--- config.mk ---
export PLATFORM = sky130hd
export DESIGN_NAME = display_ram_arbiter
export DESIGN_NICKNAME = d
export VERILOG_FILES = /design/src/rtl/display_ram_arbiter.sv
export SDC_FILE = /design/constraint.sdc
export NUM_CORES = 1
export LEC_CHECK = 0
export ABC_CLOCK_PERIOD_IN_PS = 2000
export CAP_MARGIN = 5
export CELL_PAD_IN_SITES_DETAIL_PLACEMENT = 1
export CELL_PAD_IN_SITES_GLOBAL_PLACEMENT = 1
export CORE_UTILIZATION = 32
export CTS_CLUSTER_SIZE = 24
export DETAILED_ROUTE_END_ITERATION = 10
export PLACE_DENSITY = 0.85
export SLEW_MARGIN = 10
export SYNTH_ARGS = -nofsm -noshare
export SYNTH_HDL_FRONTEND = slang
export SYNTH_SLANG_ARGS = --single-unit
--- constraint.sdc ---
create_clock -name clk -period 2 [get_ports clk]
set_clock_uncertainty 0.15 [all_clocks]
set_input_delay 0.3 -clock clk [delete_from_list [all_inputs] [get_ports clk]]
set_output_delay 0.3 -clock clk [all_outputs]
set_load 0.005 [all_outputs]
--- src/rtl/display_ram_arbiter.sv ---
// rtl/display_ram_arbiter.sv - round-robin burst arbiter and full-RAM clear engine
// driving the single write port of the LCD display RAM.
module display_ram_arbiter #(
   parameter int                    ADDR_WIDTH = 6,
   parameter int                    DATA_WIDTH = 8,
   parameter int                    MAX_BURST  = 16,
   parameter logic [DATA_WIDTH-1:0] FILL_CHAR  = 8'h20
) (
   input  logic                  clk,
   input  logic                  rst,
   input  logic                  req0_valid,
   input  logic [ADDR_WIDTH-1:0] req0_addr,
   input  logic [DATA_WIDTH-1:0] req0_data,
   input  logic                  req0_last,
   output logic                  req0_ready,
   input  logic                  req1_valid,
   input  logic [ADDR_WIDTH-1:0] req1_addr,
   input  logic [DATA_WIDTH-1:0] req1_data,
   input  logic                  req1_last,
   output logic                  req1_ready,
   input  logic                  req2_valid,
   input  logic [ADDR_WIDTH-1:0] req2_addr,
   input  logic [DATA_WIDTH-1:0] req2_data,
   input  logic                  req2_last,
   output logic                  req2_ready,
   input  logic                  clear_req,
   output logic                  clear_busy,
   output logic                  clear_done,
   output logic                  we,
   output logic [ADDR_WIDTH-1:0] write_address,
   output logic [DATA_WIDTH-1:0] ram_in
);

   localparam logic [7:0] MAX_BEATS = 8'(MAX_BURST);

   typedef enum logic [1:0] {
      S_IDLE,
      S_GRANT,
      S_CLEAR
   } state_t;

   state_t                state_q, state_d;
   logic [1:0]            grant_q, grant_d;
   logic [1:0]            last_grant_q, last_grant_d;
   logic [7:0]            beat_cnt_q, beat_cnt_d;
   logic                  pending_q, pending_d;
   logic [ADDR_WIDTH:0]   clr_cnt_q, clr_cnt_d;
   logic                  we_q, we_d;
   logic [ADDR_WIDTH-1:0] addr_q, addr_d;
   logic [DATA_WIDTH-1:0] data_q, data_d;
   logic                  done_q, done_d;

   logic [2:0]            req_valid;
   logic [1:0]            rr_pick;
   logic                  sel_valid;
   logic                  sel_last;
   logic [ADDR_WIDTH-1:0] sel_addr;
   logic [DATA_WIDTH-1:0] sel_data;
   logic [7:0]            beat_cnt_inc;

   assign req_valid = {req2_valid, req1_valid, req0_valid};

   // Search order starts one past the most recent owner.
   always_comb begin
      rr_pick = 2'd0;
      case (last_grant_q)
         2'd0:    rr_pick = req_valid[1] ? 2'd1 : (req_valid[2] ? 2'd2 : 2'd0);
         2'd1:    rr_pick = req_valid[2] ? 2'd2 : (req_valid[0] ? 2'd0 : 2'd1);
         default: rr_pick = req_valid[0] ? 2'd0 : (req_valid[1] ? 2'd1 : 2'd2);
      endcase
   end

   always_comb begin
      sel_valid = req2_valid;
      sel_last  = req2_last;
      sel_addr  = req2_addr;
      sel_data  = req2_data;
      case (grant_q)
         2'd0: begin
            sel_valid = req0_valid;
            sel_last  = req0_last;
            sel_addr  = req0_addr;
            sel_data  = req0_data;
         end
         2'd1: begin
            sel_valid = req1_valid;
            sel_last  = req1_last;
            sel_addr  = req1_addr;
            sel_data  = req1_data;
         end
         default: ;
      endcase
   end

   assign beat_cnt_inc = beat_cnt_q + 8'd1;

   always_comb begin
      state_d      = state_q;
      grant_d      = grant_q;
      last_grant_d = last_grant_q;
      beat_cnt_d   = beat_cnt_q;
      pending_d    = pending_q;
      clr_cnt_d    = clr_cnt_q;
      we_d         = 1'b0;
      addr_d       = addr_q;
      data_d       = data_q;
      done_d       = 1'b0;

      if (clear_req && (state_q != S_CLEAR)) begin
         pending_d = 1'b1;
      end

      case (state_q)
         S_IDLE: begin
            if (pending_q || clear_req) begin
               state_d   = S_CLEAR;
               clr_cnt_d = '0;
               pending_d = 1'b1;
            end else if (|req_valid) begin
               state_d    = S_GRANT;
               grant_d    = rr_pick;
               beat_cnt_d = 8'd0;
            end
         end
         S_GRANT: begin
            if (sel_valid) begin
               we_d       = 1'b1;
               addr_d     = sel_addr;
               data_d     = sel_data;
               beat_cnt_d = beat_cnt_inc;
               if (sel_last || (beat_cnt_inc == MAX_BEATS)) begin
                  state_d      = S_IDLE;
                  last_grant_d = grant_q;
               end
            end
         end
         S_CLEAR: begin
            // The counter's top bit marks the cycle after the final fill write.
            if (!clr_cnt_q[ADDR_WIDTH]) begin
               we_d      = 1'b1;
               addr_d    = clr_cnt_q[ADDR_WIDTH-1:0];
               data_d    = FILL_CHAR;
               done_d    = &clr_cnt_q[ADDR_WIDTH-1:0];
               clr_cnt_d = clr_cnt_q + 1'b1;
            end else begin
               state_d   = S_IDLE;
               pending_d = 1'b0;
            end
         end
         default: state_d = S_IDLE;
      endcase
   end

   always_ff @(posedge clk or negedge rst) begin
      if (!rst) begin
         state_q      <= S_IDLE;
         grant_q      <= 2'd0;
         last_grant_q <= 2'd2;
         beat_cnt_q   <= 8'd0;
         pending_q    <= 1'b0;
         clr_cnt_q    <= '0;
         we_q         <= 1'b0;
         addr_q       <= '0;
         data_q       <= '0;
         done_q       <= 1'b0;
      end else begin
         state_q      <= state_d;
         grant_q      <= grant_d;
         last_grant_q <= last_grant_d;
         beat_cnt_q   <= beat_cnt_d;
         pending_q    <= pending_d;
         clr_cnt_q    <= clr_cnt_d;
         we_q         <= we_d;
         addr_q       <= addr_d;
         data_q       <= data_d;
         done_q       <= done_d;
      end
   end

   assign req0_ready    = (state_q == S_GRANT) && (grant_q == 2'd0);
   assign req1_ready    = (state_q == S_GRANT) && (grant_q == 2'd1);
   assign req2_ready    = (state_q == S_GRANT) && (grant_q == 2'd2);
   assign clear_busy    = pending_q || (state_q == S_CLEAR);
   assign clear_done    = done_q;
   assign we            = we_q;
   assign write_address = addr_q;
   assign ram_in        = data_q;

endmodule

==> results.sh <==
export IMPL_status="finished clean"
export IMPL_rrSetupSlack_ns=0.03
export IMPL_syn_inst=242
export IMPL_worstSkewPairLatency_ns=0.29
export IMPL_pwr_share_clk_pct=38.1
export IMPL_num_rows=30
export IMPL_crit_chain="inv_2 -> buf_6 -> ha_4 -> nor3b_4 -> buf_4 -> buf_4 -> a21oi_4 -> nand2_1 -> xor2_1 -> nor2_1"
export IMPL_holdWs_ns=0.3348
export IMPL_chipWidth_um=87.62
export IMPL_tns_ns=0
export IMPL_cts_sinks=38
export IMPL_ys_seq_area_share_pct=40.59
export IMPL_fillers=775
export IMPL_post_drt_wl_per_cell_um=16.23
export IMPL_dp_final_hpwl_mm=5.074
export IMPL_cp_common_cell="buf_4"
export IMPL_clock_path_buffers=2
export IMPL_max_clock_freq_mhz=507.7
export IMPL_final_cell_mix="clkdlybuf4s50_1, dfrtp_1, nand2_1"
export IMPL_synth_edf_count=0
export IMPL_power_frac_seq_pct=51.3
export IMPL_initial_utilization_pct=33.78
export IMPL_clk_pin_slew_ns=0.08
export IMPL_worstPathRequired_ns=2.03
export IMPL_areaGrowthSynthToFinish_pct=48.59
export IMPL_p_leak_nw=1.507
export IMPL_die_y_um=87.62
export IMPL_synth_seq_cells=38
export IMPL_pin_count=71
export IMPL_drive_gt1_share_pct=22.29
export IMPL_grt_start_max_net_pins=29
export IMPL_avgSynthCellArea_sq_um=9.694
export IMPL_synth_nets=298
export IMPL_cts_made_buffers=5
export IMPL_grt_setup_unrepaired="yes"
export IMPL_grt_pass1_wl_mm=10.74
export IMPL_vias=2171
export IMPL_fin_ws_ns=0.03023
export IMPL_synth_ff_type="dfrtp_1"
export IMPL_hold_viol_final=0
export IMPL_nets=387
export IMPL_syn_area_sq_um=2346
export IMPL_finish_instance_area_sq_um=3486
export IMPL_cts_max_level=2
export IMPL_yosys_top_cells_area="dfrtp_1, mux2i_1, nand2_1, nor2_1, mux2_2"
export IMPL_firstDrtPassIters=4
export IMPL_r2r_end="clr_cnt_q[2]$_DFFE_PN0P_"
export IMPL_gp_congestion=0.8495
export IMPL_viasPerCell=5.072
export IMPL_portBuffers=70
export IMPL_p_total_mw=1.498
export IMPL_placement_cell_area_sq_um=3229
export IMPL_core_area_sq_um=6944
export IMPL_antenna_found_initial=0
export IMPL_power_frac_comb_pct=10.6
export IMPL_end_kind="flop"
export IMPL_r2r_start="state_q[1]$_DFFE_PN0P_"
export IMPL_setup_viol=0
export IMPL_drtAntennaViolNets=0
export IMPL_relSlewSlack_pct=70.61
export IMPL_crit_slowest_cell="dfrtp_1"
export IMPL_grt_total_usage_pct=17.98
export IMPL_final_core_util_pct=50.20
export IMPL_irDropWorstVdd_mv=0.2428
export IMPL_drv_cap=0
export IMPL_cp_max_fo=5
export IMPL_drc_errors=0
export IMPL_start_kind="flop"
export IMPL_drt_initial_drc_count=95
export IMPL_tritoncts="done"
export IMPL_async_flop_share_pct=100.0
export IMPL_slowest_delay_ns=0.37
export IMPL_grt_pass1_vias=2253
export IMPL_mostFrequentLayoutCell="clkdlybuf4s50_1"
export IMPL_powerDensity_nw_per_um2=429.6
export IMPL_yosys_warnings=0
export IMPL_die_area_sq_um=7677
export IMPL_worst_pin_slew_ns=0.4408
export IMPL_dp_slack_ns=-0.1745
export IMPL_instances_no_fill=428
export IMPL_grt_ovfl_total=0
export IMPL_wirelength_mm=6.948
export IMPL_place_inst=414
export IMPL_ctsRootBufferMaster="clkbuf_8"
export IMPL_antenna_cells=0
export IMPL_ys_types=53
export IMPL_ff2ff_path_depth=10
export IMPL_critPathKind="reg -> reg"
export IMPL_switchingPower_mw=0.3448
export IMPL_crit_end="clr_cnt_q[2]$_DFFE_PN0P_"
export IMPL_hp_class="in -> async"
export IMPL_final_max_slew_viol_count=0
export IMPL_synth_top_area_share_pct=39.47
export IMPL_finalCriticalPeriod_ns=1.970
export IMPL_p_int_mw=1.153
export IMPL_crit_start="state_q[1]$_DFFE_PN0P_"
export IMPL_fin_crit_sh_pct=98.49
export IMPL_yosysTopAreaCell="dfrtp_1"
export IMPL_sw_frac_of_total_pct=23.02
export IMPL_worstPathArrival_ns=2.00
power by group through the flow:
stage / logic [mW] / clock network (mW) / registers, mW
after floorplan: 0.0269 / 0 / 0.783
after global placement: 0.153 / 0 / 0.783
after detailed placement: 0.157 / 0 / 0.783
after CTS: 0.160 / 0.582 / 0.768
after global routing: 0.173 / 0.612 / 0.768
final: 0.159 / 0.571 / 0.768
state kept, by name, summed over array words and instances, names as in the netlist:
signal	flops
clr_cnt_q	7
grant_q	2
state_q	2
last_grant_q	2
pending_q	1
beat_cnt_q	8
write_address	6
ram_in	8
we	1
clear_done	1
cell families after synthesis:
logic type               count (synthesis)  synth area share (%)
buffers and inverters                   18                 4.747
AO/OA/AOI/OAI                           60                 18.83
multiplexers                            29                 12.91
flip-flops                              38                 40.59
AND/OR/NAND/NOR                         87                 18.40
XOR/XNOR                                 5                 1.867
adder cells (fa/ha/maj)                  5                 2.667
metal layers:
metal / up-vias / wire length, um / track usage [%] / share of wire [%]
met4: 0 / 78 / 5.365 / 1.1
met2: 49 / 3709 / 32.95 / 53
met3: 7 / 280 / 3.016 / 4.0
li1: 1045 / - / - / -
met1: 1070 / 2879 / 21.50 / 41
met5: - / 0 / 0 / 0
synthesized netlist by cell type (2+ instances only):
library cell and instances:
o21ai_2 7, or3_1 4, and3_1 5, ha_1 5, mux2_2 6, inv_1 7, xor2_1 4, buf_2 4
nand3_1 3, clkbuf_1 2, o31ai_1 7, buf_6 3, nand2_1 29, nor3_1 3, a21oi_1 12, nand4b_1 2
a22o_1 2, nor2_1 22, a31oi_1 4, o21ai_0 13, nand2b_1 5, nand2_2 4, nand4_1 2, mux2i_1 22
dfrtp_1 37
what timing repair did:
| action | 4_1_cts | 5_1_grt |
|---|---|---|
| endpoints found under the setup margin | 9 | 26 |
| hold buffers | 1 | 0 |
| hold endpoints to repair | 16 | 0 |
| resized for setup | 14 | 15 |
| buffers inserted | 2 | 4 |
| pin swaps | 0 | 9 |
worst min path at each step:
| stage | from | endpoint | cells past startpoint |
|---|---|---|---|
| 2_1_floorplan | rst | beat_cnt_q[0]$_DFFE_PN0P_ | 0 |
| 3_3_place_gp | rst | beat_cnt_q[1]$_DFFE_PN0P_ | 1 |
| 3_5_place_dp | rst | beat_cnt_q[0]$_DFFE_PN0P_ | 1 |
| 4_1_cts | rst | clr_cnt_q[2]$_DFFE_PN0P_ | 2 |
| 5_1_grt | ram_in[2]$_DFFE_PN0P_ | ram_in[2]$_DFFE_PN0P_ | 2 |
| 6_report | rst | clr_cnt_q[3]$_DFFE_PN0P_ | 2 |
critical path: cells and delay by family (launching register included):
kind | cells | cell delay, ns
AO/OA/AOI/OAI | 1 | 0.18
flip-flops | 1 | 0.37
AND/OR/NAND/NOR | 3 | 0.33
buffers and inverters | 4 | 0.48
adder cells (fa/ha/maj) | 1 | 0.16
XOR/XNOR | 1 | 0.20
final cells by class:
type / instances / area, sq um / share of cell area (%)
flip-flops and latches: 38 / 952.2 / 27.32
well taps: 96 / 120.1 / 3.446
clock inverters: 2 / 12.51 / 0.3589
inverters: 7 / 30.03 / 0.8615
repair buffers: 93 / 902.1 / 25.88
clock buffers: 6 / 82.58 / 2.369
multi-input cells: 186 / 1386 / 39.77
Power figures use the tool's default switching activity.
